**src/rtl/lsq_mem_arbiter_pkg.sv**
```systemverilog
// rtl/lsq_mem_arbiter_pkg.sv - shared widths and packet types for the LSQ / D-cache port arbiter
package lsq_mem_arbiter_pkg;
  localparam int CPU_ADDR_BITS = 32;
  localparam int CPU_DATA_BITS = 32;
  localparam int TAG_WIDTH     = 6;

  typedef struct packed {
    logic                     valid;
    logic                     we;
    logic [CPU_ADDR_BITS-1:0] addr;
    logic [CPU_DATA_BITS-1:0] wdata;
    logic [3:0]               wmask;
  } mem_req_t;

  typedef struct packed {
    logic                     is_valid;
    logic [TAG_WIDTH-1:0]     dest_tag;
    logic [CPU_DATA_BITS-1:0] result;
    logic                     exception;
  } writeback_packet_t;

  function automatic logic [31:0] sat_inc32(input logic [31:0] v);
    return (&v) ? v : v + 32'd1;
  endfunction
endpackage

```
**src/rtl/lsq_mem_arbiter_if.sv**
```systemverilog
// rtl/lsq_mem_arbiter_if.sv - request, cache and writeback signals between lsq, arbiter and D-cache
interface lsq_mem_arbiter_if
  import lsq_mem_arbiter_pkg::*;
  ();
  logic                     flush;
  logic                     ld_req_valid;
  logic [CPU_ADDR_BITS-1:0] ld_req_addr;
  logic [TAG_WIDTH-1:0]     ld_req_tag;
  logic                     ld_req_ready;
  logic                     st_req_valid;
  logic [CPU_ADDR_BITS-1:0] st_req_addr;
  logic [CPU_DATA_BITS-1:0] st_req_data;
  logic [3:0]               st_req_mask;
  logic                     st_hi_water;
  logic                     st_req_ready;
  mem_req_t                 mem_req;
  logic                     cache_stall;
  logic                     mem_rsp_valid;
  logic [CPU_DATA_BITS-1:0] mem_rsp_data;
  writeback_packet_t        ld_wb;

  modport slave (
    input  flush, ld_req_valid, ld_req_addr, ld_req_tag, st_req_valid, st_req_addr,
           st_req_data, st_req_mask, st_hi_water, cache_stall, mem_rsp_valid, mem_rsp_data,
    output ld_req_ready, st_req_ready, mem_req, ld_wb
  );

  modport master (
    output flush, ld_req_valid, ld_req_addr, ld_req_tag, st_req_valid, st_req_addr,
           st_req_data, st_req_mask, st_hi_water, cache_stall, mem_rsp_valid, mem_rsp_data,
    input  ld_req_ready, st_req_ready, mem_req, ld_wb
  );
endinterface

```
**src/rtl/lsq_mem_arbiter_tag_fifo.sv**
```systemverilog
// rtl/lsq_mem_arbiter_tag_fifo.sv - in-order tag FIFO of in-flight loads, one kill bit per entry
module lsq_arb_tag_fifo
  import lsq_mem_arbiter_pkg::*;
#(
  parameter int DEPTH = 2
) (
  input  logic                    clk,
  input  logic                    rst_n,
  input  logic                    push_i,
  input  logic [TAG_WIDTH-1:0]    push_tag_i,
  input  logic                    push_kill_i,
  input  logic                    pop_i,
  input  logic                    flush_kill_i,
  output logic [TAG_WIDTH-1:0]    head_tag_o,
  output logic                    head_kill_o,
  output logic                    full_o,
  output logic                    empty_o,
  output logic [$clog2(DEPTH):0]  count_o
);
  localparam int AW = $clog2(DEPTH);

  logic [AW:0]          wr_q, rd_q;
  logic [TAG_WIDTH-1:0] tag_q [DEPTH];
  logic [DEPTH-1:0]     kill_q;

  always_ff @(posedge clk or negedge rst_n) begin
    if (!rst_n) begin
      wr_q   <= '0;
      rd_q   <= '0;
      kill_q <= '0;
      for (int i = 0; i < DEPTH; i++) tag_q[i] <= '0;
    end else begin
      if (flush_kill_i) kill_q <= '1;
      // A push in a flush cycle carries its own kill bit, so it overrides the blanket set above
      if (push_i) begin
        tag_q[wr_q[AW-1:0]]  <= push_tag_i;
        kill_q[wr_q[AW-1:0]] <= push_kill_i;
        wr_q                 <= wr_q + (AW+1)'(1);
      end
      if (pop_i) rd_q <= rd_q + (AW+1)'(1);
    end
  end

  assign head_tag_o  = tag_q[rd_q[AW-1:0]];
  assign head_kill_o = kill_q[rd_q[AW-1:0]];
  assign empty_o     = (wr_q == rd_q);
  assign full_o      = (wr_q[AW] != rd_q[AW]) && (wr_q[AW-1:0] == rd_q[AW-1:0]);
  assign count_o     = wr_q - rd_q;
endmodule

```
**src/rtl/lsq_mem_arbiter.sv**
```systemverilog
// rtl/lsq_mem_arbiter.sv - single D-cache port arbiter between load issue and store commit.
// Optional LSQ_ARB_PERF_EN adds saturating grant/stall/forced-store counters.
module lsq_mem_arbiter
  import lsq_mem_arbiter_pkg::*;
#(
  parameter int STARVE_LIMIT = 4,
  parameter int OUTST_DEPTH  = 2
) (
  input  logic                    clk,
  input  logic                    rst_n,
  lsq_mem_arbiter_if.slave        bus
`ifdef LSQ_ARB_PERF_EN
  ,
  output logic [31:0]             perf_ld_grants_o,
  output logic [31:0]             perf_st_grants_o,
  output logic [31:0]             perf_stall_cycles_o,
  output logic [31:0]             perf_forced_st_o
`endif
);
  localparam int CW = $clog2(OUTST_DEPTH) + 1;
  localparam int SW = $clog2(STARVE_LIMIT + 1);

  mem_req_t          mem_req_q, mem_req_d;
  logic [TAG_WIDTH-1:0] stage_tag_q, stage_tag_d;
  logic [SW-1:0]     starve_q, starve_d;
  writeback_packet_t ld_wb_q, ld_wb_d;

  logic stage_free, accept, push, pop, stage_ld, ld_elig, starve_hit, st_win, st_grant, ld_grant;
  logic [CW-1:0]        occ, fifo_cnt;
  logic [TAG_WIDTH-1:0] head_tag;
  logic                 head_kill, fifo_full, fifo_empty;

  lsq_arb_tag_fifo #(.DEPTH(OUTST_DEPTH)) u_tag_fifo (
    .clk          (clk),
    .rst_n        (rst_n),
    .push_i       (push),
    .push_tag_i   (stage_tag_q),
    .push_kill_i  (bus.flush),
    .pop_i        (pop),
    .flush_kill_i (bus.flush),
    .head_tag_o   (head_tag),
    .head_kill_o  (head_kill),
    .full_o       (fifo_full),
    .empty_o      (fifo_empty),
    .count_o      (fifo_cnt)
  );

  // Readies are combinational, so they are also held low while reset is asserted
  assign stage_free = rst_n && (!mem_req_q.valid || !bus.cache_stall);
  assign accept     = mem_req_q.valid && !bus.cache_stall;
  assign push       = accept && !mem_req_q.we;
  assign pop        = bus.mem_rsp_valid && !fifo_empty;
  assign stage_ld   = mem_req_q.valid && !mem_req_q.we;
  // A load waiting in the stage already owns a FIFO slot; a same-cycle response frees one
  assign occ        = fifo_cnt + CW'(stage_ld) - CW'(pop);
  assign ld_elig    = bus.ld_req_valid && !bus.flush && (occ < CW'(OUTST_DEPTH));
  assign starve_hit = (starve_q == SW'(STARVE_LIMIT));
  assign st_win     = bus.st_req_valid && (bus.st_hi_water || starve_hit || !ld_elig);
  assign st_grant   = stage_free && st_win;
  assign ld_grant   = stage_free && !st_win && ld_elig;

  always_comb begin
    mem_req_d   = mem_req_q;
    stage_tag_d = stage_tag_q;
    if (st_grant) begin
      mem_req_d = '{valid: 1'b1, we: 1'b1, addr: bus.st_req_addr,
                    wdata: bus.st_req_data, wmask: bus.st_req_mask};
    end else if (ld_grant) begin
      mem_req_d   = '{valid: 1'b1, we: 1'b0, addr: bus.ld_req_addr, wdata: '0, wmask: '0};
      stage_tag_d = bus.ld_req_tag;
    end else if (stage_free || (bus.flush && !mem_req_q.we)) begin
      mem_req_d = '0;
    end
  end

  always_comb begin
    starve_d = starve_q;
    if (st_grant) starve_d = '0;
    else if (bus.st_req_valid && stage_free && !starve_hit) starve_d = starve_q + SW'(1);
  end

  always_comb begin
    ld_wb_d = '0;
    if (pop && !head_kill && !bus.flush) begin
      ld_wb_d.is_valid = 1'b1;
      ld_wb_d.dest_tag = head_tag;
      ld_wb_d.result   = bus.mem_rsp_data;
    end
  end

  always_ff @(posedge clk or negedge rst_n) begin
    if (!rst_n) begin
      mem_req_q   <= '0;
      stage_tag_q <= '0;
      starve_q    <= '0;
      ld_wb_q     <= '0;
    end else begin
      mem_req_q   <= mem_req_d;
      stage_tag_q <= stage_tag_d;
      starve_q    <= starve_d;
      ld_wb_q     <= ld_wb_d;
    end
  end

  assign bus.mem_req      = mem_req_q;
  assign bus.ld_wb        = ld_wb_q;
  assign bus.ld_req_ready = ld_grant;
  assign bus.st_req_ready = st_grant;

  rsp_needs_entry: assert property (@(posedge clk) disable iff (!rst_n) !(bus.mem_rsp_valid && fifo_empty));
  push_needs_room: assert property (@(posedge clk) disable iff (!rst_n) !(push && fifo_full && !pop));

`ifdef LSQ_ARB_PERF_EN
  logic [31:0] perf_ld_q, perf_st_q, perf_stall_q, perf_forced_q;

  always_ff @(posedge clk or negedge rst_n) begin
    if (!rst_n) begin
      perf_ld_q     <= '0;
      perf_st_q     <= '0;
      perf_stall_q  <= '0;
      perf_forced_q <= '0;
    end else begin
      if (ld_grant) perf_ld_q <= sat_inc32(perf_ld_q);
      if (st_grant) perf_st_q <= sat_inc32(perf_st_q);
      if (mem_req_q.valid && bus.cache_stall) perf_stall_q <= sat_inc32(perf_stall_q);
      if (st_grant && starve_hit) perf_forced_q <= sat_inc32(perf_forced_q);
    end
  end

  assign perf_ld_grants_o    = perf_ld_q;
  assign perf_st_grants_o    = perf_st_q;
  assign perf_stall_cycles_o = perf_stall_q;
  assign perf_forced_st_o    = perf_forced_q;
`endif
endmodule

```
**src/flat_wrapper.sv**
```systemverilog
// flat-port wrapper written by rule: the top's interface ports become plain ports
module lsq_mem_arbiter_flat import lsq_mem_arbiter_pkg::*;
#(
  parameter int STARVE_LIMIT = 4,
  parameter int OUTST_DEPTH  = 2
)
  (clk, rst_n, bus_flush, bus_ld_req_valid, bus_ld_req_addr, bus_ld_req_tag, bus_st_req_valid, bus_st_req_addr, bus_st_req_data, bus_st_req_mask, bus_st_hi_water, bus_cache_stall, bus_mem_rsp_valid, bus_mem_rsp_data, bus_ld_req_ready, bus_st_req_ready, bus_mem_req, bus_ld_wb);
  lsq_mem_arbiter_if bus_i ();
  input  logic clk;
  input  logic rst_n;
  input wire logic [$bits(bus_i.flush)-1:0] bus_flush;
  input wire logic [$bits(bus_i.ld_req_valid)-1:0] bus_ld_req_valid;
  input wire logic [$bits(bus_i.ld_req_addr)-1:0] bus_ld_req_addr;
  input wire logic [$bits(bus_i.ld_req_tag)-1:0] bus_ld_req_tag;
  input wire logic [$bits(bus_i.st_req_valid)-1:0] bus_st_req_valid;
  input wire logic [$bits(bus_i.st_req_addr)-1:0] bus_st_req_addr;
  input wire logic [$bits(bus_i.st_req_data)-1:0] bus_st_req_data;
  input wire logic [$bits(bus_i.st_req_mask)-1:0] bus_st_req_mask;
  input wire logic [$bits(bus_i.st_hi_water)-1:0] bus_st_hi_water;
  input wire logic [$bits(bus_i.cache_stall)-1:0] bus_cache_stall;
  input wire logic [$bits(bus_i.mem_rsp_valid)-1:0] bus_mem_rsp_valid;
  input wire logic [$bits(bus_i.mem_rsp_data)-1:0] bus_mem_rsp_data;
  output wire logic [$bits(bus_i.ld_req_ready)-1:0] bus_ld_req_ready;
  output wire logic [$bits(bus_i.st_req_ready)-1:0] bus_st_req_ready;
  output wire logic [$bits(bus_i.mem_req)-1:0] bus_mem_req;
  output wire logic [$bits(bus_i.ld_wb)-1:0] bus_ld_wb;
  assign bus_i.flush = bus_flush;
  assign bus_i.ld_req_valid = bus_ld_req_valid;
  assign bus_i.ld_req_addr = bus_ld_req_addr;
  assign bus_i.ld_req_tag = bus_ld_req_tag;
  assign bus_i.st_req_valid = bus_st_req_valid;
  assign bus_i.st_req_addr = bus_st_req_addr;
  assign bus_i.st_req_data = bus_st_req_data;
  assign bus_i.st_req_mask = bus_st_req_mask;
  assign bus_i.st_hi_water = bus_st_hi_water;
  assign bus_i.cache_stall = bus_cache_stall;
  assign bus_i.mem_rsp_valid = bus_mem_rsp_valid;
  assign bus_i.mem_rsp_data = bus_mem_rsp_data;
  assign bus_ld_req_ready = bus_i.ld_req_ready;
  assign bus_st_req_ready = bus_i.st_req_ready;
  assign bus_mem_req = bus_i.mem_req;
  assign bus_ld_wb = bus_i.ld_wb;
  lsq_mem_arbiter #(.STARVE_LIMIT(STARVE_LIMIT), .OUTST_DEPTH(OUTST_DEPTH)) u_core (.clk(clk), .rst_n(rst_n), .bus(bus_i));
endmodule
```
**config.mk**
```make
export PLATFORM = sky130hd
export DESIGN_NAME = lsq_mem_arbiter_flat
export DESIGN_NICKNAME = d
export VERILOG_FILES = /design/src/rtl/lsq_mem_arbiter_pkg.sv /design/src/rtl/lsq_mem_arbiter_if.sv /design/src/rtl/lsq_mem_arbiter_tag_fifo.sv /design/src/rtl/lsq_mem_arbiter.sv /design/src/flat_wrapper.sv
export SDC_FILE = /design/constraint.sdc
export NUM_CORES = 1
export LEC_CHECK = 0
export ABC_AREA = 0
export BUFFER_PORTS_ARGS = -buffer_cell sky130_fd_sc_hd__clkbuf_2
export CORE_ASPECT_RATIO = 0.6
export CORE_MARGIN = 8
export CORE_UTILIZATION = 40
export CTS_BUF_LIST = sky130_fd_sc_hd__clkbuf_4
export DETAILED_ROUTE_END_ITERATION = 8
export PLACE_DENSITY = 0.7
export REMOVE_ABC_BUFFERS = 1
export SLEW_MARGIN = 20
export SYNTH_ARGS = -nofsm -noshare
export SYNTH_HDL_FRONTEND = slang
export SYNTH_SLANG_ARGS = --single-unit
```
**constraint.sdc**
```tcl
create_clock -name clk -period 7.9 [get_ports clk]
set_input_delay 1.185 -clock clk [delete_from_list [all_inputs] [get_ports clk]]
set_output_delay 1.185 -clock clk [all_outputs]
set_load 0.1 [all_outputs]
```
Word-level counts from Yosys, hierarchy flattened:

Cells that the tools add are included.

* output and inout port bits: 112
* word-level logic and storage cells: 86
* register bits after elaboration: 136
* bits of input ports: 146

* $lt $le $gt $ge: 7
* equality and inequality tests: 2
* bitwise logic cells: 3
* multiplexer cells: 19
* $add $sub $neg: 6
* reductions and logical operators: 34

Operators by type and width (count)
* 70-bit two-way mux: 3
* 39-bit two-way mux: 1
* 6-bit two-way mux: 4
* 1-bit logical AND: 18
* 12-bit bitwise mux: 1
* 1-bit zero test: 9
* 6-bit demux with 1-bit select: 1
* 3-bit two-way mux: 2
* 2-bit by 1-bit adder with 2-bit output (second input constant): 2
* 2-bit >= comparator (second input constant): 2
* 1-bit logical OR: 4
* 1-bit by 2-bit less-than comparator with 1-bit output (second input constant): 2
* 2-bit two-way mux: 2
* 1-bit NOT with 2-bit output: 2
* 3-bit by 1-bit adder with 3-bit output (second input constant): 1
* 3-bit equality test (second input constant): 1
* 1-bit two-way mux: 3
* 3-bit nonzero test: 1
* 2-bit by 1-bit adder with 2-bit output: 1
* 2-bit bitwise mux: 1
* 2-bit equality test: 1
* 2-bit by 1-bit less-than comparator with 1-bit output (second input constant): 1
* 2-bit less-than comparator (second input constant): 1
* 2-bit AND reduction: 1
* 6 further kinds: 6

Logic depth before layout (Yosys ltp):

Gate-level depths: netlist of the first run.

* word-level depth: 14
* gate-level depth with buffers: 10
* depth with buffers taken out: 7

Cells and area by module:

A second synthesis of the first run with hierarchy kept.

* cell total of the unflattened synthesis: 379
* area, all modules: 5290.1 um^2

By module, submodules not included
* lsq_mem_arbiter: times used 1, seq. area each 2952.8 um^2, area an instance 4451.8 um^2, cells each 321
* lsq_arb_tag_fifo: times used 1, seq. area each 450.4 um^2, area an instance 838.3 um^2, cells each 58

Worst setup path after synthesis of the first run:

OpenSTA, ideal clock, no wires.

* path kind: input to output
* start: input port bus_mem_rsp_valid
* end: output port bus_ld_req_ready
* data required time: 6.715 ns
* buffers on the path: 1
* stages: 6
* setup slack: 3.239 ns
* arrival time: 3.476 ns
* cells stage by stage: o21ai_1 > fa_1 > and3b_1 > xnor3_1 > nor3_1 > clkbuf_1

* word-level cells in the longest chain between the ends: 10

RTL lines
* from (decl): line flat_wrapper.sv:21 `input wire logic [$bits(bus_i.mem_rsp_valid)-1:0] bus_mem_rsp_valid;`
* 1-bit logical AND *: line lsq_mem_arbiter.sv:52 `assign pop = bus.mem_rsp_valid && !fifo_empty;`
* 2-bit by 1-bit subtractor with 2-bit output *: line lsq_mem_arbiter.sv:55 `assign occ = fifo_cnt + CW'(stage_ld) - CW'(pop);`
* 2-bit less-than comparator *: line lsq_mem_arbiter.sv:56 `assign ld_elig = bus.ld_req_valid && !bus.flush && (occ < CW'(OUTST_DEPTH));`
* 1-bit logical AND *: line lsq_mem_arbiter.sv:56
* 1-bit zero test: line lsq_mem_arbiter.sv:58 `assign st_win = bus.st_req_valid && (bus.st_hi_water || starve_hit || !ld_elig);`
* 1-bit logical OR: line lsq_mem_arbiter.sv:58
* 1-bit logical AND: line lsq_mem_arbiter.sv:58
* 1-bit zero test: line lsq_mem_arbiter.sv:60 `assign ld_grant = stage_free && !st_win && ld_elig;`
* 1-bit logical AND: line lsq_mem_arbiter.sv:60
* 1-bit logical AND *: line lsq_mem_arbiter.sv:60
* to (decl): line flat_wrapper.sv:23 `output wire logic [$bits(bus_i.ld_req_ready)-1:0] bus_ld_req_ready;`

Every way passes the cells marked *; elsewhere a longest branch is shown, timed or not.

Worst setup path in the final report of the first run:

* start: register u_core.u_tag_fifo.rd_q[0]
* end: output port bus_ld_req_ready

* word-level cells in the longest chain between the ends: 12
* elaborated cells on any way between the ends: 14
* those cells by class: 3 x add/sub; 1 x order compare; 1 x eq/ne; 9 x reduce/logical

RTL lines
* from (decl): line lsq_mem_arbiter_tag_fifo.sv:22 `logic [AW:0] wr_q, rd_q;`
* from (signal assigned): line lsq_mem_arbiter_tag_fifo.sv:40 `if (pop_i) rd_q <= rd_q + (AW+1)'(1);`
* branches (longest 3 deep; another with 2-bit subtractor)
* 2-bit by 1-bit subtractor with 2-bit output *: line lsq_mem_arbiter.sv:55
* 2-bit less-than comparator *: line lsq_mem_arbiter.sv:56
* 1-bit logical AND *: line lsq_mem_arbiter.sv:56
* 1-bit zero test: line lsq_mem_arbiter.sv:58
* 1-bit logical OR: line lsq_mem_arbiter.sv:58
* 1-bit logical AND: line lsq_mem_arbiter.sv:58
* 1-bit zero test: line lsq_mem_arbiter.sv:60
* 1-bit logical AND: line lsq_mem_arbiter.sv:60
* 1-bit logical AND *: line lsq_mem_arbiter.sv:60

Every way passes the cells marked *.

==> impl_results.html, run 1 <==
<table>
<tr><th>Metric</th><th>Value</th></tr>
<tr><th colspan="2">Status</th></tr>
<tr><td>Outcome</td><td>finished clean</td></tr>
<tr><th colspan="2">Floorplanning</th></tr>
<tr><td>Cell Rows</td><td>32</td></tr>
<tr><td>Die Wd</td><td>163 um</td></tr>
<tr><td>Die boundary height</td><td>104 um</td></tr>
<tr><td>Total core area</td><td>roughly 0.013 sq mm</td></tr>
<tr><td>Starting Density</td><td>40.9%</td></tr>
<tr><td>Die area</td><td>0.0171 sq mm</td></tr>
<tr><td>IO Count</td><td>258</td></tr>
<tr><th colspan="2">CTS</th></tr>
<tr><td>Num CTS Buffers</td><td>17</td></tr>
<tr><td>Resized Gates After CTS</td><td>0</td></tr>
<tr><td>Worst-skew pair later-pin latency</td><td>0.51 ns</td></tr>
<tr><td>Clock Sinks</td><td>between 100 and 150</td></tr>
<tr><td>Buffer count from post-CTS setup fixing</td><td>0</td></tr>
<tr><td>Clock Tree Root</td><td>clkbuf_4</td></tr>
<tr><td>Clock-pin slew reported for the worst setup and hold paths after clock tree synthesis</td><td>between 0.1 and 0.15 ns</td></tr>
<tr><td>TritonCTS clock tree</td><td>done</td></tr>
<tr><td>Maximum number of buffers from clock root to sink</td><td>2</td></tr>
<tr><td>CTS H-tree lvls</td><td>4</td></tr>
<tr><td>Number of hold buffers added after CTS</td><td>0</td></tr>
<tr><th colspan="2">STA</th></tr>
<tr><td>Final critical path time including I/O delays and setup</td><td>around 5 ns</td></tr>
<tr><td>Final Slew Violations</td><td>0</td></tr>
<tr><td>Transition at the pin with the smallest max-transition slack</td><td>0.965 ns</td></tr>
<tr><td>Number of failing setup endpoints in the final timing report</td><td>0</td></tr>
<tr><td>Crit share post-route</td><td>between 60 and 70%</td></tr>
<tr><td>Remaining max-slew budget at the tightest pin</td><td>35.6%</td></tr>
<tr><td>Worst setup margin</td><td>approximately 3 ns</td></tr>
<tr><td>Top achievable clock speed</td><td>between 200 and 250 MHz</td></tr>
<tr><td>Setup clock skew after layout</td><td>0.0151 ns</td></tr>
<tr><td>WHS</td><td>0.497 ns</td></tr>
<tr><td>Final Hold Vio Count</td><td>0</td></tr>
<tr><td>RSZ-0062 raised after global routing</td><td>no</td></tr>
<tr><td>Total negative slack for setup checks</td><td>0 ns</td></tr>
<tr><th colspan="2">Cells and area</th></tr>
<tr><td>Post-route core utilization</td><td>between 50% and 60%</td></tr>
<tr><td>Fraction of final layout cells with drive strength greater than 1</td><td>49.1%</td></tr>
<tr><td>Number of antenna cells inserted</td><td>0</td></tr>
<tr><td>Fill cell count</td><td>~1100</td></tr>
<tr><td>Final Net Count</td><td>around 780</td></tr>
<tr><td>Synth-to-layout area growth</td><td>32.6%</td></tr>
<tr><th colspan="2">Setup path</th></tr>
<tr><td>Library cell contributing the largest single delay on the critical path</td><td>dfrtp_1</td></tr>
<tr><td>Kind of capture point of the worst setup path</td><td>output pin</td></tr>
<tr><td>Critical Path Max Stage Delay</td><td>0.57 ns</td></tr>
<tr><td>Worst Setup Path Type</td><td>reg -&gt; out</td></tr>
<tr><td>Setup slack of the worst register-to-register path</td><td>4.38 ns</td></tr>
<tr><td>Crit start category</td><td>flop</td></tr>
<tr><td>Ordered cell list for the critical path</td><td>xor2_1, o21ai_1, fa_1, and3b_1, xnor3_1, nor3_2, buf_4, clkbuf_2</td></tr>
<tr><td>Crit Path Max Fanout</td><td>39</td></tr>
<tr><td>FF-to-FF End</td><td>u_core.bus.mem_req[53]$_DFFE_PN0P_</td></tr>
<tr><td>Arrival time at the worst endpoint</td><td>3.72 ns</td></tr>
<tr><td>Worst setup path start</td><td>u_core.u_tag_fifo.rd_q[0]$_DFFE_PN0P_</td></tr>
<tr><td>RR Startpoint</td><td>u_core.u_tag_fifo.rd_q[0]$_DFFE_PN0P_</td></tr>
<tr><td>Number of cells on the worst reg-to-reg path</td><td>8</td></tr>
<tr><td>Worst Path Required</td><td>6.71 ns</td></tr>
<tr><th colspan="2">Global routing</th></tr>
<tr><td>Maximum number of pins on one net before global-route repair</td><td>79</td></tr>
<tr><td>Vias in the first global route</td><td>4338</td></tr>
<tr><td>GRT Overall Usage</td><td>between 10% and 20%</td></tr>
<tr><td>Remaining Overflow, GRT</td><td>0</td></tr>
<tr><td>First-pass GRT wire length</td><td>about 24000 um</td></tr>
<tr><td>Number of antenna violations at the first check in global routing</td><td>0</td></tr>
<tr><th colspan="2">Route</th></tr>
<tr><td>Detailed Routing Iterations Pass 1</td><td>4</td></tr>
<tr><td>Avg Vias per Cell</td><td>4.91</td></tr>
<tr><td>Number of remaining DRC errors</td><td>0</td></tr>
<tr><td>Vias after detailed routing</td><td>3974</td></tr>
<tr><td>DRC violation total after the first TritonRoute iteration</td><td>254</td></tr>
<tr><td>Total length of routed wires</td><td>15400 um</td></tr>
<tr><td>Average wire per cell in the routed design</td><td>19.0 um</td></tr>
<tr><td>Count of nets left with antenna violations after detail routing</td><td>0</td></tr>
<tr><th colspan="2">Place</th></tr>
<tr><td>Number of input and output port buffers inserted</td><td>about 260</td></tr>
<tr><td>HPWL after detailed placement</td><td>11600 um</td></tr>
<tr><td>Global placement routability congestion</td><td>0.829</td></tr>
<tr><td>Pre-CTS setup slack</td><td>about 3 ns</td></tr>
<tr><th colspan="2">Synth</th></tr>
<tr><td>Total standard cell area after synthesis</td><td>between 0.005 and 0.006 sq mm</td></tr>
<tr><td>Most common flop cell mapped by yosys</td><td>dfrtp_1</td></tr>
<tr><td>Top cells by count, synth</td><td>dfrtp_1 (136), and2_1 (65), a22o_1 (37), a221o_1 (32), mux2_2 (18)</td></tr>
<tr><td>Synthesis-stage register bit count</td><td>136</td></tr>
<tr><td>Number of synthesized flops with an enable pin</td><td>0</td></tr>
<tr><td>Count of warnings emitted by yosys</td><td>0</td></tr>
<tr><td>Async set-or-reset flop fraction in the synthesized netlist</td><td>100%</td></tr>
<tr><td>Cell with the most instances after synthesis</td><td>dfrtp_1</td></tr>
<tr><td>Top cell type's share of synthesized area</td><td>65.2%</td></tr>
<tr><td>Number of cells produced by synthesis</td><td>373</td></tr>
<tr><td>Proportion of synthesized chip area in sequential cells</td><td>about two thirds</td></tr>
<tr><td>Cells taking the most area after synthesis</td><td>dfrtp_1 (65%), and2_1 (7.8%), a22o_1 (6.2%)</td></tr>
<tr><td>Synthesized area per cell</td><td>around 14 sq um</td></tr>
<tr><td>Number of distinct library cells after synthesis</td><td>33</td></tr>
<tr><td>Cell taking the most area after synthesis</td><td>dfrtp_1</td></tr>
<tr><th colspan="2">Run</th></tr>
<tr><td>Max Cap Violations</td><td>0</td></tr>
<tr><th colspan="2">Power</th></tr>
<tr><td>P per Cell Area</td><td>389 mW/mm^2</td></tr>
<tr><td>Overall Power</td><td>2.69 mW</td></tr>
<tr><td>Leakage power summed over all cells</td><td>3.81 nW</td></tr>
<tr><td>Worst voltage drop across the vdd grid</td><td>0.000198 V</td></tr>
<tr><th colspan="2">Worst hold path</th></tr>
<tr><td>Source of the worst hold timing path</td><td>u_core.u_tag_fifo.wr_q[1]$_DFFE_PN0P_</td></tr>
<tr><td>Path class of the lowest-slack min-delay path</td><td>reg -&gt; reg</td></tr>
<tr><td>Endpoint of the worst hold path</td><td>u_core.u_tag_fifo.wr_q[1]$_DFFE_PN0P_</td></tr>
<tr><td>Cell depth of the worst min-delay path</td><td>1</td></tr>
</table>
==> power by group <==
group	internal, mW	switching [mW]	leakage (nW)	total, mW
Sequential	0.854	0.106	1.80	0.960
Combinational	0.281	1.00	1.87	1.29
Clock	0.193	0.253	0.148	0.446
Total	1.33	1.36	3.81	2.69
==> final cells by class <==
type | count | area (sq um) | area share, %
inverter | 7 | 26.3 | 0.380
sequential | 136 | 3400 | 49.2
timing repair buffer | 261 | 1330 | 19.2
multi-input combinational | 204 | 1680 | 24.3
tap | 170 | 213 | 3.07
clock buffer | 19 | 143 | 2.06
clock inverter | 13 | 129 | 1.86
==> flip-flops by register name (all words and copies together), names as in the netlist <==
signal	count
u_core.bus.ld_wb	39
u_core.bus.mem_req	70
u_core.stage_tag_q	6
u_core.starve_q	3
u_core.u_tag_fifo.kill_q	2
u_core.u_tag_fifo.rd_q	2
u_core.u_tag_fifo.tag_q	12
u_core.u_tag_fifo.wr_q	2
==> per-stage QoR <==
| stage | area (sq um) | std cells |
|---|---|---|
| 2_1_floorplan | 5080 | 347 |
| 3_3_place_gp | 6640 | 778 |
| 3_5_place_dp | 6640 | 778 |
| 4_1_cts | 6910 | 810 |
| 5_1_grt | 6920 | 810 |
| 6_report | 6920 | 810 |
==> cells in the final DEF (no fill, tap or decap), types with 7 or more instances in the layout <==
cell        n
clkbuf_4   19
mux2_2     18
dfrtp_1   136
and2_1     65
inv_1       7
a22o_1     37
a221o_1    32
mux2i_1     7
clkbuf_2  255
==> worst max-delay path by stage <==
stage	slack [ns]	end	cells past startpoint
6_report	3.00	bus_ld_req_ready	8
5_1_grt	2.77	bus_ld_req_ready	8
4_1_cts	2.91	bus_ld_req_ready	8
3_5_place_dp	3.03	bus_ld_req_ready	6
3_3_place_gp	3.16	bus_ld_req_ready	8
2_1_floorplan	0.49	bus_ld_req_ready	5
==> metal layers <==
| layer | wire (um) | share of wire (%) | vias to the layer above | global-route usage [%] |
|---|---|---|---|---|
| li1 | - | - | 1845 | - |
| met1 | 6590 | 43 | 1950 | 22.8 |
| met2 | 7280 | 47 | 166 | 28.8 |
| met3 | 1290 | 8.4 | 13 | 5.85 |
| met4 | 197 | 1.3 | 0 | 5.67 |
| met5 | 0 | 0 | - | 0 |
==> critical path, delay by kind of cell (launching register included) <==
| kind | cells | cell delay, ns |
|---|---|---|
| buffers and inverters | 2 | 0.99 |
| AOI/OAI and AO/OA | 1 | 0.34 |
| DFF | 1 | 0.57 |
| adders and majority gates | 1 | 0.49 |
| xor gates and xnor gates | 2 | 0.45 |
| and+or+nand+nor | 2 | 0.37 |
==> cells by family after synthesis <==
group	Yosys count	synth area share (%)
other	1	0.0719
AOI/OAI and AO/OA	80	13.8
buffers and inverters	33	3.12
xor gates and xnor gates	9	1.77
adders and majority gates	3	0.863
and+or+nand+nor	86	9.95
muxes	25	5.23
DFF	136	65.2
Power figures use the tool's default switching activity.
==> run 2: changes to the inputs <==
PLACE_DENSITY = 0.73   (was 0.7)
clock period = 4.25 ns   (was 7.9 ns; I/O delays follow)
==> impl_results.html, run 2 (synthesis results as in run 1) <==
<table>
<tr><th>Metric</th><th>Value</th></tr>
<tr><th colspan="2">Setup path</th></tr>
<tr><td>Library cell contributing the largest single delay on the critical path</td><td>dfrtp_1</td></tr>
<tr><td>Critical Path Max Stage Delay</td><td>0.57 ns (about the same)</td></tr>
<tr><td>Worst Setup Path Type</td><td>reg -&gt; out</td></tr>
<tr><td>Number of cells on the worst reg-to-reg path</td><td>8 (unchanged)</td></tr>
<tr><td>Crit start category</td><td>flop</td></tr>
<tr><td>Crit Path Max Fanout</td><td>16 (-59%)</td></tr>
<tr><td>Number of buffer and inverter stages on the critical path</td><td>2 (unchanged)</td></tr>
<tr><td>Path length in cells of the critical path</td><td>8 (unchanged)</td></tr>
<tr><td>Largest delay contributor family on the critical path</td><td>flip-flops</td></tr>
<tr><td>Ordered cell list for the critical path</td><td>xor2_1, o21ai_2, fa_1, and3b_1, xnor3_1, nor3_2, buf_4, buf_12</td></tr>
<tr><td>Arrival time at the worst endpoint</td><td>3.24 ns (-0.48 ns)</td></tr>
<tr><td>Kind of capture point of the worst setup path</td><td>output pin</td></tr>
<tr><td>Worst Path Required</td><td>3.61 ns (-3.10 ns)</td></tr>
<tr><th colspan="2">Cells and area</th></tr>
<tr><td>Final standard cell count with taps included and fillers excluded</td><td>815 (+0.62%)</td></tr>
<tr><td>Fraction of final layout cells with drive strength greater than 1</td><td>49.6% (+0.55 points)</td></tr>
<tr><td>Sequential cell area</td><td>0.00340 sq mm (unchanged)</td></tr>
<tr><td>Synth-to-layout area growth</td><td>35.0%</td></tr>
<tr><td>Leading cell type in the layout, fill and taps excluded</td><td>clkbuf_2</td></tr>
<tr><td>Number of antenna cells inserted</td><td>0 (unchanged)</td></tr>
<tr><td>Largest register FFs</td><td>70 (unchanged)</td></tr>
<tr><td>Fill cell count</td><td>1099 (-2.1%)</td></tr>
<tr><td>Commonest cells after routing, fill and taps aside</td><td>clkbuf_2 (253), dfrtp_1 (136), and2_1 (65), a22o_1 (37), a221o_1 (32)</td></tr>
<tr><td>Multi-input gate area</td><td>0.00171 sq mm (+1.5%)</td></tr>
<tr><td>Final Net Count</td><td>781 (+0.64%)</td></tr>
<tr><th colspan="2">Global routing</th></tr>
<tr><td>Number of antenna violations at the first check in global routing</td><td>0 (unchanged)</td></tr>
<tr><td>GRT Overall Usage</td><td>18.1% (+0.031 points)</td></tr>
<tr><td>Vias in the first global route</td><td>4486 (+3.4%)</td></tr>
<tr><td>First-pass GRT wire length</td><td>24500 um (+1.1%)</td></tr>
<tr><td>Remaining Overflow, GRT</td><td>0 (unchanged)</td></tr>
<tr><td>Maximum number of pins on one net before global-route repair</td><td>81 (+2.5%)</td></tr>
<tr><th colspan="2">STA</th></tr>
<tr><td>Setup clock skew after layout</td><td>0.0227 ns (+0.00758 ns)</td></tr>
<tr><td>Final Slew Violations</td><td>0 (unchanged)</td></tr>
<tr><td>Number of failing setup endpoints in the final timing report</td><td>0 (unchanged)</td></tr>
<tr><td>Final Hold Vio Count</td><td>0 (unchanged)</td></tr>
<tr><td>Final critical path time including I/O delays and setup</td><td>3.88 ns</td></tr>
<tr><td>RSZ-0062 raised after global routing</td><td>no</td></tr>
<tr><td>Top achievable clock speed</td><td>258 MHz</td></tr>
<tr><td>Remaining max-slew budget at the tightest pin</td><td>50.5% (+15 points)</td></tr>
<tr><td>Transition at the pin with the smallest max-transition slack</td><td>0.743 ns (-0.223 ns)</td></tr>
<tr><td>Crit share post-route</td><td>91.3%</td></tr>
<tr><td>Total negative slack for setup checks</td><td>0 ns (unchanged)</td></tr>
<tr><th colspan="2">CTS</th></tr>
<tr><td>CTS H-tree lvls</td><td>4 (unchanged)</td></tr>
<tr><td>Maximum number of buffers from clock root to sink</td><td>2 (unchanged)</td></tr>
<tr><td>Buffer count from post-CTS setup fixing</td><td>0 (unchanged)</td></tr>
<tr><td>TritonCTS clock tree</td><td>done</td></tr>
<tr><td>Clock Sinks</td><td>136 (unchanged)</td></tr>
<tr><td>Clock-pin slew reported for the worst setup and hold paths after clock tree synthesis</td><td>0.12 ns (about the same)</td></tr>
<tr><td>Number of hold buffers added after CTS</td><td>0 (unchanged)</td></tr>
<tr><td>Clock Tree Root</td><td>clkbuf_4</td></tr>
<tr><td>Worst-skew pair later-pin latency</td><td>0.51 ns (about the same)</td></tr>
<tr><td>Num CTS Buffers</td><td>17 (unchanged)</td></tr>
<tr><th colspan="2">Route</th></tr>
<tr><td>DRC violation total after the first TritonRoute iteration</td><td>242 (-4.7%)</td></tr>
<tr><td>Detailed Routing Iterations Pass 1</td><td>4 (unchanged)</td></tr>
<tr><td>Total length of routed wires</td><td>15800 um (+3.1%)</td></tr>
<tr><td>Avg Vias per Cell</td><td>5.02 (+2.3%)</td></tr>
<tr><td>Number of remaining DRC errors</td><td>0 (unchanged)</td></tr>
<tr><td>Vias after detailed routing</td><td>4089 (+2.9%)</td></tr>
<tr><td>Average wire per cell in the routed design</td><td>19.4 um (+2.5%)</td></tr>
<tr><td>Count of nets left with antenna violations after detail routing</td><td>0 (unchanged)</td></tr>
<tr><th colspan="2">Floorplanning</th></tr>
<tr><td>Cell Rows</td><td>32 (unchanged)</td></tr>
<tr><td>Die area</td><td>0.0171 sq mm (unchanged)</td></tr>
<tr><td>Die boundary height</td><td>104 um (unchanged)</td></tr>
<tr><td>Die Wd</td><td>163 um (unchanged)</td></tr>
<tr><td>IO Count</td><td>258 (unchanged)</td></tr>
<tr><td>Starting Density</td><td>40.9% (unchanged)</td></tr>
<tr><td>Total core area</td><td>0.0128 sq mm (unchanged)</td></tr>
<tr><th colspan="2">Place</th></tr>
<tr><td>Cell Count Post-Placement</td><td>781 (+0.39%)</td></tr>
<tr><td>Number of input and output port buffers inserted</td><td>256 (unchanged)</td></tr>
<tr><td>Global placement routability congestion</td><td>0.817 (-1.5%)</td></tr>
<tr><td>HPWL after detailed placement</td><td>11600 um (+0.50%)</td></tr>
<tr><th colspan="2">Worst hold path</th></tr>
<tr><td>Path class of the lowest-slack min-delay path</td><td>in -&gt; async</td></tr>
<tr><th colspan="2">Power</th></tr>
<tr><td>Worst voltage drop across the vdd grid</td><td>0.000350 V (+76%)</td></tr>
<tr><td>P per Cell Area</td><td>728 mW/mm^2 (+87%)</td></tr>
<tr><td>Leakage power summed over all cells</td><td>3.87 nW (+1.5%)</td></tr>
<tr><th colspan="2">Status</th></tr>
<tr><td>Outcome</td><td>finished clean</td></tr>
<tr><th colspan="2">Run</th></tr>
<tr><td>Max Cap Violations</td><td>0 (unchanged)</td></tr>
</table>
run 2: cell types whose count changed in the layout (fill, tap and decap cells not counted):
cell	previous run	this run
buf_12	0	1
buf_16	0	1
buf_4	5	9
bufinv_16	2	3
clkbuf_2	255	253
clkbuf_4	19	18
clkinv_2	4	2
clkinvlp_4	2	1
inv_6	2	5
o21ai_1	1	0
o21ai_2	0	1
o311a_4	0	1
run 2: worst paths after layout:
check                                                   endpoint  slack (ns)                             startpoint
min reg2reg                u_core.u_tag_fifo.rd_q[1]$_DFFE_PN0P_        0.51  u_core.u_tag_fifo.rd_q[1]$_DFFE_PN0P_
max in group asynchronous     u_core.bus.mem_req[41]$_DFFE_PN0P_        2.86                                  rst_n
max                                             bus_ld_req_ready        0.37  u_core.u_tag_fifo.rd_q[0]$_DFFE_PN0P_
min in group clk                  u_core.bus.ld_wb[13]$_DFF_PN0_        0.33                   bus_mem_rsp_data[12]
min                            u_core.stage_tag_q[5]$_DFFE_PN0P_        0.24                                  rst_n
max reg2reg                   u_core.bus.mem_req[41]$_DFFE_PN0P_        0.96  u_core.u_tag_fifo.rd_q[0]$_DFFE_PN0P_
run 2: final cells by class:
type                       count  share of cell area, %
sequential                   136                   48.3
multi-input combinational    205                   24.2
timing repair buffer         265                   19.8
tap                          170                   3.02
clock inverter                14                   2.38
clock buffer                  18                   1.92
inverter                       7                  0.373
run 2: metrics by stage:
stage	hold WS [ns]	util, %	worst slack, ns	total power [mW]	instance area (sq um)
3_5_place_dp	0.483	52.3	0.507	4.21	6680
3_3_place_gp	0.476	52.3	0.556	4.17	6680
4_1_cts	0.234	54.8	0.0796	5.15	7000
2_1_floorplan	0.342	-	-2.34	3.69	5080
5_1_grt	0.243	55.1	0.108	5.37	7040
6_report	0.245	55.1	0.369	5.12	7040
run 2: repair_timing:
item,CTS,global route
setup endpoints to repair,1,1
cloned,0,1
pin swaps,0,1
resized for setup,1,1
run 2: power breakdown:
part           internal, mW  switching [mW]
Sequential             1.59           0.199
Combinational         0.541            1.89
Clock                 0.419           0.490
Total                  2.55            2.58
run 2: routing by layer:
layer	GRT usage, %	share of wire [%]	vias up	routed length (um)
met5	0	0	-	0
met4	4.37	1.0	0	164
met3	6.48	9.1	13	1440
met2	29.0	48	182	7670
met1	22.8	41	2040	6560
li1	-	-	1854	-
==> run 3: changes to the inputs <==
CORE_UTILIZATION = 25   (was 40)
PLACE_DENSITY = 0.5   (was 0.73)
==> impl_results.html, run 3 (synthesis results as in run 1) <==
<table>
<tr><th>Metric</th><th>Value</th></tr>
<tr><th colspan="2">Status</th></tr>
<tr><td>Outcome</td><td>finished clean</td></tr>
<tr><th colspan="2">Power</th></tr>
<tr><td>Worst voltage drop across the vdd grid</td><td>0.000323 V (-7.7%)</td></tr>
<tr><td>P per Cell Area</td><td>721 mW/mm^2 (-0.89%)</td></tr>
<tr><td>Overall Power</td><td>5.16 mW (+0.75%)</td></tr>
<tr><td>Leakage power summed over all cells</td><td>3.85 nW (-0.39%)</td></tr>
<tr><th colspan="2">Cells and area</th></tr>
<tr><td>Final Net Count</td><td>779 (-0.26%)</td></tr>
<tr><td>Largest register FFs</td><td>70 (unchanged)</td></tr>
<tr><td>Synth-to-layout area growth</td><td>37.2%</td></tr>
<tr><td>Commonest cells after routing, fill and taps aside</td><td>clkbuf_2 (254), dfrtp_1 (136), and2_1 (65), a22o_1 (37), a221o_1 (32)</td></tr>
<tr><td>Final standard cell count with taps included and fillers excluded</td><td>921 (+13%)</td></tr>
<tr><td>Fraction of final layout cells with drive strength greater than 1</td><td>49.1% (-0.47 points)</td></tr>
<tr><td>Leading cell type in the layout, fill and taps excluded</td><td>clkbuf_2</td></tr>
<tr><td>Post-route core utilization</td><td>34.5% (-21 points)</td></tr>
<tr><td>Multi-input gate area</td><td>0.00168 sq mm (-1.5%)</td></tr>
<tr><td>Fill cell count</td><td>2106 (+92%)</td></tr>
<tr><td>Sequential cell area</td><td>0.00340 sq mm (unchanged)</td></tr>
<tr><th colspan="2">STA</th></tr>
<tr><td>Setup clock skew after layout</td><td>0.0211 ns (-0.00155 ns)</td></tr>
<tr><td>Transition at the pin with the smallest max-transition slack</td><td>0.807 ns (+0.0648 ns)</td></tr>
<tr><td>Remaining max-slew budget at the tightest pin</td><td>46.2% (-4.3 points)</td></tr>
<tr><td>Crit share post-route</td><td>94.0% (+2.7 points)</td></tr>
<tr><td>RSZ-0062 raised after global routing</td><td>no</td></tr>
<tr><td>Total negative slack for setup checks</td><td>0 ns (unchanged)</td></tr>
<tr><td>Final critical path time including I/O delays and setup</td><td>3.99 ns (+0.114 ns)</td></tr>
<tr><td>Final Hold Vio Count</td><td>0 (unchanged)</td></tr>
<tr><td>Final Slew Violations</td><td>0 (unchanged)</td></tr>
<tr><td>Number of failing setup endpoints in the final timing report</td><td>0 (unchanged)</td></tr>
<tr><td>Top achievable clock speed</td><td>250 MHz (-2.8%)</td></tr>
<tr><th colspan="2">CTS</th></tr>
<tr><td>Maximum number of buffers from clock root to sink</td><td>2 (unchanged)</td></tr>
<tr><td>Resized Gates After CTS</td><td>0 (-1)</td></tr>
<tr><td>Clock-pin slew reported for the worst setup and hold paths after clock tree synthesis</td><td>0.12 ns (about the same)</td></tr>
<tr><td>CTS H-tree lvls</td><td>4 (unchanged)</td></tr>
<tr><td>TritonCTS clock tree</td><td>done</td></tr>
<tr><td>Clock Tree Root</td><td>clkbuf_4</td></tr>
<tr><td>Worst-skew pair later-pin latency</td><td>0.53 ns (+0.02 ns)</td></tr>
<tr><td>Clock Sinks</td><td>136 (unchanged)</td></tr>
<tr><td>Num CTS Buffers</td><td>17 (unchanged)</td></tr>
<tr><th colspan="2">Setup path</th></tr>
<tr><td>Largest delay contributor family on the critical path</td><td>flip-flops</td></tr>
<tr><td>Ordered cell list for the critical path</td><td>xor2_1, o21ai_1, fa_1, and3b_1, xnor3_1, nor3_2, clkbuf_2</td></tr>
<tr><td>Arrival time at the worst endpoint</td><td>3.36 ns (+0.12 ns)</td></tr>
<tr><td>Worst Setup Path Type</td><td>reg -&gt; out</td></tr>
<tr><td>Kind of capture point of the worst setup path</td><td>output pin</td></tr>
<tr><td>Library cell contributing the largest single delay on the critical path</td><td>dfrtp_1</td></tr>
<tr><td>Crit start category</td><td>flop</td></tr>
<tr><td>Worst Path Required</td><td>3.61 ns (about the same)</td></tr>
<tr><td>Number of cells on the worst reg-to-reg path</td><td>8 (unchanged)</td></tr>
<tr><td>Crit Path Max Fanout</td><td>9 (-7)</td></tr>
<tr><td>Number of buffer and inverter stages on the critical path</td><td>1 (-1)</td></tr>
<tr><td>Path length in cells of the critical path</td><td>7 (-1)</td></tr>
<tr><td>Critical Path Max Stage Delay</td><td>0.57 ns (about the same)</td></tr>
<tr><th colspan="2">Floorplanning</th></tr>
<tr><td>Starting Density</td><td>25.2% (-16 points)</td></tr>
<tr><td>Total core area</td><td>0.0207 sq mm (+62%)</td></tr>
<tr><td>Die area</td><td>0.0259 sq mm (+52%)</td></tr>
<tr><td>Die Wd</td><td>203 um (+24%)</td></tr>
<tr><td>Cell Rows</td><td>41 (+28%)</td></tr>
<tr><td>Die boundary height</td><td>128 um (+22%)</td></tr>
<tr><td>IO Count</td><td>258 (unchanged)</td></tr>
<tr><th colspan="2">Global routing</th></tr>
<tr><td>GRT Overall Usage</td><td>12.2% (-5.8 points)</td></tr>
<tr><td>Vias in the first global route</td><td>4346 (-3.1%)</td></tr>
<tr><td>First-pass GRT wire length</td><td>25000 um (+1.9%)</td></tr>
<tr><td>Maximum number of pins on one net before global-route repair</td><td>67 (-17%)</td></tr>
<tr><td>Remaining Overflow, GRT</td><td>0 (unchanged)</td></tr>
<tr><td>Number of antenna violations at the first check in global routing</td><td>1 (+1)</td></tr>
<tr><th colspan="2">Route</th></tr>
<tr><td>Avg Vias per Cell</td><td>4.34 (-13%)</td></tr>
<tr><td>Total length of routed wires</td><td>15800 um (-0.32%)</td></tr>
<tr><td>Detailed Routing Iterations Pass 1</td><td>6 (+2)</td></tr>
<tr><td>Average wire per cell in the routed design</td><td>17.1 um (-12%)</td></tr>
<tr><td>DRC violation total after the first TritonRoute iteration</td><td>193 (-20%)</td></tr>
<tr><td>Number of remaining DRC errors</td><td>0 (unchanged)</td></tr>
<tr><td>Count of nets left with antenna violations after detail routing</td><td>0 (unchanged)</td></tr>
<tr><td>Vias after detailed routing</td><td>4000 (-2.2%)</td></tr>
<tr><th colspan="2">Place</th></tr>
<tr><td>Cell Count Post-Placement</td><td>889 (+14%)</td></tr>
<tr><td>Global placement routability congestion</td><td>0.849 (+3.9%)</td></tr>
<tr><td>Number of input and output port buffers inserted</td><td>256 (unchanged)</td></tr>
<tr><td>HPWL after detailed placement</td><td>11900 um (+2.5%)</td></tr>
<tr><th colspan="2">Worst hold path</th></tr>
<tr><td>Cell depth of the worst min-delay path</td><td>2</td></tr>
<tr><td>Path class of the lowest-slack min-delay path</td><td>in -&gt; reg</td></tr>
<tr><th colspan="2">Run</th></tr>
<tr><td>Max Cap Violations</td><td>0 (unchanged)</td></tr>
</table>
run 3: cell types whose count changed in the layout (fill, tap and decap cells not counted):
cell	delta
buf_16	-1
clkinvlp_4	+1
buf_4	-2
inv_6	-5
o311a_4	-1
clkbuf_2	+1
clkbuf_4	-1
diode_2	+1
clkinv_1	-1
clkinv_4	+2
o21ai_2	-1
o21ai_1	+1
dlygate4sd3_1	+1
bufinv_16	+2
run 3: layer usage:
metal  global-route usage, %  vias up  share of wire (%)
met5                       0        -                  0
met4                    3.57        0               0.92
met3                    4.37        9                6.8
met2                    18.7      149                 46
met1                    16.1     2001                 46
li1                        -     1841                  -
run 3: path summary, 6_finish.rpt:
kind / to / slack [ns] / startpoint
max: bus_ld_req_ready / 0.26 / u_core.u_tag_fifo.rd_q[0]$_DFFE_PN0P_
min: u_core.bus.ld_wb[5]$_DFF_PN0_ / 0.31 / bus_mem_rsp_data[4]
max reg2reg: u_core.bus.mem_req[41]$_DFFE_PN0P_ / 0.79 / u_core.u_tag_fifo.rd_q[0]$_DFFE_PN0P_
min reg2reg: u_core.u_tag_fifo.rd_q[1]$_DFFE_PN0P_ / 0.49 / u_core.u_tag_fifo.rd_q[1]$_DFFE_PN0P_
max in group asynchronous: u_core.bus.mem_req[42]$_DFFE_PN0P_ / 2.73 / rst_n
min in group asynchronous: u_core.bus.ld_wb[35]$_DFF_PN0_ / 0.48 / rst_n
run 3: metrics by stage:
| step | hold WS, ns | setup slack, ns | cell area, sq um |
|---|---|---|---|
| floorplan | 0.342 | -2.34 | 5080 |
| global placement | 0.470 | 0.852 | 6810 |
| detailed placement | 0.473 | 0.771 | 6810 |
| CTS | 0.218 | 0.115 | 7150 |
| global route | 0.219 | 0.0218 | 7160 |
| finish | 0.307 | 0.256 | 7160 |
run 3: report_power, final:
group	switching (mW)	internal, mW	leakage (nW)
sequential	0.194	1.59	1.80
combinational	1.86	0.527	1.88
clock	0.477	0.518	0.171
run 3: final cells by class:
class,count,area share (%)
Sequential cell,136,47.5
Multi-Input combinational cell,204,23.5
Timing Repair Buffer,264,19.1
Tap cell,279,4.88
Clock inverter,13,2.87
Clock buffer,17,1.78
Inverter,7,0.367
Antenna cell,1,0.0350
run 3: timing repair:
action,4_1_cts,5_1_grt
hold endpoints to repair,14,0
buffers inserted,0,0
hold buffers,1,0
